===== src/rtl/fetch_pkg.sv =====
// Shared types and constants for the instruction-fetch stage.
package fetch_pkg;

  localparam int PC_W = 9;
  localparam logic [PC_W-1:0] RESET_PC  = 9'h000;
  localparam logic [31:0]     NOP_INSTR = 32'h0000_0000;

  typedef enum logic [1:0] {
    FETCH = 2'd0,
    HOLD  = 2'd1,
    KILL  = 2'd2
  } fetch_state_t;

  typedef struct packed {
    logic [31:0]     instr;
    logic [PC_W-1:0] pc4;
  } fetch_word_t;

  function automatic logic [PC_W-1:0] pc_inc(input logic [PC_W-1:0] p);
    return p + PC_W'(4);
  endfunction

endpackage


===== src/rtl/fetch_hold_buf.sv =====
// Single-entry buffer that parks a fetched word while the pipeline is stalled.
module fetch_hold_buf
  import fetch_pkg::*;
(
  input  logic        clk,
  input  logic        rst_n,
  input  logic        load,
  input  logic        clear,
  input  fetch_word_t din,
  output fetch_word_t dout,
  output logic        valid
);

  // Cleared contents equal a bubble, so a stray read never leaks stale data.
  always_ff @(posedge clk or negedge rst_n) begin
    if (!rst_n) begin
      dout  <= '{instr: NOP_INSTR, pc4: '0};
      valid <= 1'b0;
    end else if (clear) begin
      dout  <= '{instr: NOP_INSTR, pc4: '0};
      valid <= 1'b0;
    end else if (load) begin
      dout  <= din;
      valid <= 1'b1;
    end
  end

endmodule


===== src/rtl/fetch_stage.sv =====
// Instruction-fetch stage: PC, imem request sequencing, stall capture, redirect/flush, IF/ID register.
module fetch_stage
  import fetch_pkg::*;
(
  input  logic             clk,
  input  logic             rst_n,
  output logic             imem_req,
  output logic [PC_W-1:0]  imem_addr,
  input  logic             imem_ack,
  input  logic [31:0]      imem_rdata,
  input  logic             stall,
  input  logic             redirect,
  input  logic [PC_W-1:0]  redirect_pc,
  output logic [PC_W-1:0]  pc,
  output logic [31:0]      if_id_instr,
  output logic [PC_W-1:0]  if_id_pc4,
  output logic             if_id_valid,
  output fetch_state_t     dbg_state
);

  // Handshake: imem_req/imem_addr are held stable from the cycle req rises until
  // the cycle imem_ack is seen high; imem_rdata is consumed only in that ack cycle.

  fetch_state_t    state, state_nx;
  logic [PC_W-1:0] pc_nx, kill_addr, kill_nx, pc_plus4;
  logic [31:0]     instr_nx;
  logic [PC_W-1:0] pc4_nx;
  logic            valid_nx;
  logic            buf_load, buf_clear, buf_valid;
  fetch_word_t     buf_din, buf_dout;

  assign pc_plus4  = pc_inc(pc);
  assign imem_req  = rst_n && (state == FETCH || state == KILL);
  assign imem_addr = (state == KILL) ? kill_addr : pc;
  assign dbg_state = state;
  assign buf_din   = '{instr: imem_rdata, pc4: pc_plus4};

  fetch_hold_buf u_hold_buf (
    .clk   (clk),
    .rst_n (rst_n),
    .load  (buf_load),
    .clear (buf_clear),
    .din   (buf_din),
    .dout  (buf_dout),
    .valid (buf_valid)
  );

  always_comb begin
    state_nx  = state;
    pc_nx     = pc;
    kill_nx   = kill_addr;
    instr_nx  = if_id_instr;
    pc4_nx    = if_id_pc4;
    valid_nx  = if_id_valid;
    buf_load  = 1'b0;
    buf_clear = 1'b0;
    case (state)
      FETCH: begin
        if (redirect) begin
          pc_nx    = redirect_pc;
          instr_nx = NOP_INSTR;
          pc4_nx   = '0;
          valid_nx = 1'b0;
          if (!imem_ack) begin
            // The outstanding request must complete before the new path can issue.
            kill_nx  = pc;
            state_nx = KILL;
          end
        end else if (stall) begin
          if (imem_ack) begin
            buf_load = 1'b1;
            pc_nx    = pc_plus4;
            state_nx = HOLD;
          end
        end else if (imem_ack) begin
          instr_nx = imem_rdata;
          pc4_nx   = pc_plus4;
          valid_nx = 1'b1;
          pc_nx    = pc_plus4;
        end else begin
          instr_nx = NOP_INSTR;
          pc4_nx   = '0;
          valid_nx = 1'b0;
        end
      end
      HOLD: begin
        if (redirect) begin
          pc_nx     = redirect_pc;
          instr_nx  = NOP_INSTR;
          pc4_nx    = '0;
          valid_nx  = 1'b0;
          buf_clear = 1'b1;
          state_nx  = FETCH;
        end else if (!stall) begin
          instr_nx  = buf_dout.instr;
          pc4_nx    = buf_dout.pc4;
          valid_nx  = buf_valid;
          buf_clear = 1'b1;
          state_nx  = FETCH;
        end
      end
      KILL: begin
        if (redirect) pc_nx = redirect_pc;
        if (imem_ack) begin
          state_nx = FETCH;
          if (!stall) begin
            instr_nx = NOP_INSTR;
            pc4_nx   = '0;
            valid_nx = 1'b0;
          end
        end
      end
      default: state_nx = FETCH;
    endcase
  end

  always_ff @(posedge clk or negedge rst_n) begin
    if (!rst_n) begin
      state       <= FETCH;
      pc          <= RESET_PC;
      kill_addr   <= '0;
      if_id_instr <= NOP_INSTR;
      if_id_pc4   <= '0;
      if_id_valid <= 1'b0;
    end else begin
      state       <= state_nx;
      pc          <= pc_nx;
      kill_addr   <= kill_nx;
      if_id_instr <= instr_nx;
      if_id_pc4   <= pc4_nx;
      if_id_valid <= valid_nx;
    end
  end

endmodule


===== config.mk =====
export PLATFORM = sky130hd
export DESIGN_NAME = fetch_stage
export DESIGN_NICKNAME = d
export VERILOG_FILES = /design/src/rtl/fetch_pkg.sv /design/src/rtl/fetch_hold_buf.sv /design/src/rtl/fetch_stage.sv
export SDC_FILE = /design/constraint.sdc
export NUM_CORES = 1
export LEC_CHECK = 0
export BUFFER_PORTS_ARGS = -buffer_cell sky130_fd_sc_hd__buf_4
export CORE_AREA = 5 5 105 107
export CTS_CLUSTER_DIAMETER = 200
export DETAILED_ROUTE_END_ITERATION = 8
export DIE_AREA = 0 0 110 112
export PLACE_DENSITY = 0.84
export SYNTH_ARGS = -nofsm -noshare
export SYNTH_HDL_FRONTEND = slang
export SYNTH_SLANG_ARGS = --single-unit
export TNS_END_PERCENT = 5

===== constraint.sdc =====
create_clock -name clk -period 5.34 [get_ports clk]
set_input_delay 0.801 -clock clk [delete_from_list [all_inputs] [get_ports clk]]
set_output_delay 0.801 -clock clk [all_outputs]
set_load 0.005 [all_outputs]

==> impl_metrics.py <==
metrics = {
    "outcome": {
        "status": "finished clean",
    },
    "logic_synthesis": {
        "seq_area_frac_synth_pct": 53.8,
        "synthCells": 419,
        "synth.avg_cell_area_um2": 11.5,
        "synth_fp_nets": 470,
        "ys_types": 42,
        "yosysWarnings": 0,
        "async_reset_ff_share_pct": 100,
        "synth_flop_cell": "dfrtp_1",
        "synth_seq_cells": 104,
        "mappedNetlistArea_um2": 4840,
        "synth_edf_count": 0,
    },
    "global_routing": {
        "grt_pass1_wl_mm": 20.5,
        "grt-ovfl-total": 0,
        "grt_max_degree": 80,
        "grt_pass1_vias": 3864,
        "grt_usage_pct": 20.9,
        "antenna_found_initial": 0,
    },
    "setup_path": {
        "endpoint_kind": "flip-flop",
        "reg2reg_to": "if_id_pc4[8]$_DFFE_PN0P_",
        "cpMaxStageDelayCell": "a22o_2",
        "crit_fanout": 79,
        "r2r_slack_ps": 2200,
        "max_stage_delay_ps": 1110,
        "worstPathArrival_ps": 3380,
        "required_ps": 5590,
        "timing.rr.start": "dbg_state[0]$_DFFE_PN0P_",
        "setup.worst_path.start": "dbg_state[0]$_DFFE_PN0P_",
        "critical_path.startpoint_type": "flip-flop",
        "path_cells": "inv_1, ha_1, a22o_2, nor2_1, mux2_1",
        "cp-endpoint": "if_id_pc4[8]$_DFFE_PN0P_",
        "reg2regPathDepth": 5,
        "worstSetupPathType": "reg2reg",
    },
    "routing": {
        "first_pass_iters": 5,
        "wl_met2_mm": 6.06,
        "wirelength_mm": 12.5,
        "drtAntennaViolNets": 0,
        "drt-initial-drc-count": 252,
        "met1Wirelength_mm": 5.37,
        "routed.top_layer": "met4",
        "dr_wl_met3_um": 849,
        "drc": 0,
        "wl_per_cell_um": 19.6,
        "vias_per_cell": 6.17,
        "vias": 3932,
    },
    "final_layout": {
        "n_antenna_cell": 0,
        "fill_cells": 866,
        "final_common_cell": "buf_4",
        "fin_nets": 547,
        "areaGrowthSynthToFinish_pct": 20.9,
        "fin_cells": 637,
        "mostFrequentLayoutCells": "110 x buf_4, 104 x dfrtp_1, 45 x o21ai_0",
        "drive_above_1_share_pct": 31.9,
    },
    "clock_network": {
        "cts_tree": "built",
        "numClockSinks": 104,
        "numCtsBuffers": 9,
        "clock-root-buffer": "clkbuf_8",
        "cts_setup_buffers": 0,
        "cts-htree-levels": 3,
        "cts_resized": 0,
        "clockBufferDepth": 2,
        "clk_latency_ps": 370,
        "cts.reportedPaths.clkPinSlew_ps": 110,
        "ctsHoldBuffers": 0,
    },
    "pwr": {
        "peakVddDrop_mv": 0.252,
        "leakage_nw": 2.66,
        "power_density_nw_per_um2": 576,
    },
    "sta": {
        "worst_pin_slew_ps": 1280,
        "fin_tns_setup_ps": 0,
        "max_freq_mhz": 319,
        "drv_slew": 0,
        "rsz0062_at_grt": "false",
        "clock_skew_ps": 11.4,
        "fin_crit_ps": 3140,
        "slew_headroom_pct": 15.0,
        "fin_crit_sh_pct": 58.8,
        "setup_viol_count_final": 0,
        "finalHoldViolCount": 0,
    },
    "placement": {
        "portBuffers": 108,
        "dp_cells": 621,
        "dp_hpwl_mm": 8.08,
        "gp_congestion": 0.873,
    },
    "run": {
        "max_cap_violations": 0,
    },
    "floorplanning": {
        "dieArea_um2": 12300,
        "chipWidth_um": 110,
        "core_um2": 10000,
        "io_pins": 109,
        "die_h_um": 112,
        "initial_core_util_pct": 48.1,
        "fp-row-count": 37,
    },
    "worst_hold_path": {
        "hp-class": "in2async",
    },
}
## area by class of cell
cell class                      instances  area (µm²)  area share, %
Tap cell                              136         170           2.91
Clock inverter                          7        80.1           1.37
Timing Repair Buffer                  110         826           14.1
Multi-Input combinational cell        265        2020           34.6
Clock buffer                            9         124           2.12
Sequential cell                       104        2600           44.5
Inverter                                6        22.5          0.385
## stage by stage
stage               utilization, %  instance area (µm²)  power [mW]  setup WS (ps)  hold slack (ps)
floorplan                        -                 4840        2.28           3130              450
global placement              56.1                 5640        2.79           2210              463
detailed placement            56.1                 5640        2.87           2090              475
CTS                           58.2                 5840        3.38           2260              436
global route                  58.2                 5840        3.60           1960              471
finish                        58.2                 5840        3.36           2200              433
## kinds of logic after synthesis
kind of cell,share of synthesized area (%)
xor+xnor,0.725
buf+inv,4.84
flops,53.8
compound gates,28.0
simple gates,5.23
mux,6.05
fa+ha+maj,1.29
## routing by layer
layer	global-route usage (%)	vias up
li1	-	1794
met1	30.1	1963
met2	32.2	161
met3	3.59	14
met4	6.32	0
met5	0	-
## where the power goes
group / switching [mW] / internal (mW) / total, mW
Combinational: 0.762 / 0.727 / 1.49
Sequential: 0.257 / 1.12 / 1.37
Clock: 0.281 / 0.222 / 0.503
## how the worst min path moves through the flow
stage                                             from  slack, ps                         endpoint  depth (start not counted)
after floorplan           u_hold_buf.valid$_DFFE_PN0P_        450     u_hold_buf.valid$_DFFE_PN0P_                          1
after global placement        kill_addr[2]$_DFFE_PN0P_        460         kill_addr[2]$_DFFE_PN0P_                          2
after detailed placement  u_hold_buf.valid$_DFFE_PN0P_        480     u_hold_buf.valid$_DFFE_PN0P_                          1
after CTS                                        rst_n        440      if_id_instr[14]$_DFFE_PN0P_                          1
after global routing                             rst_n        470  u_hold_buf.dout[36]$_DFFE_PN0P_                          1
final                                            rst_n        430      if_id_instr[14]$_DFFE_PN0P_                          1
## Yosys cell counts (5+ instances only)
library cell,n,area (µm²)
dfrtp_1,104,2600
o21ai_0,45,225
a22o_1,40,350
o41ai_1,37,324
a22oi_1,36,270
clkbuf_1,27,101
mux2_2,25,282
nand2_1,12,45.0
buf_2,10,50.1
nand3_1,7,35.0
nor2_1,7,26.3
inv_1,6,22.5
a21oi_1,5,25.0
ha_1,5,62.6
nor2b_1,5,31.3
## registers in the layout (all words and copies together) (netlist names)
register	cells
if_id_valid	1
dbg_state	2
if_id_instr	32
if_id_pc4	9
kill_addr	9
u_hold_buf.dout	41
u_hold_buf.valid	1
pc	9
## worst max-delay path, delay by kind of cell (launching register included)
family	cells	cell delay (ps)
simple gates	1	310
buf+inv	1	130
flops	1	450
fa+ha+maj	1	560
mux	1	400
compound gates	1	1110
(Power assumes the default switching activity.)
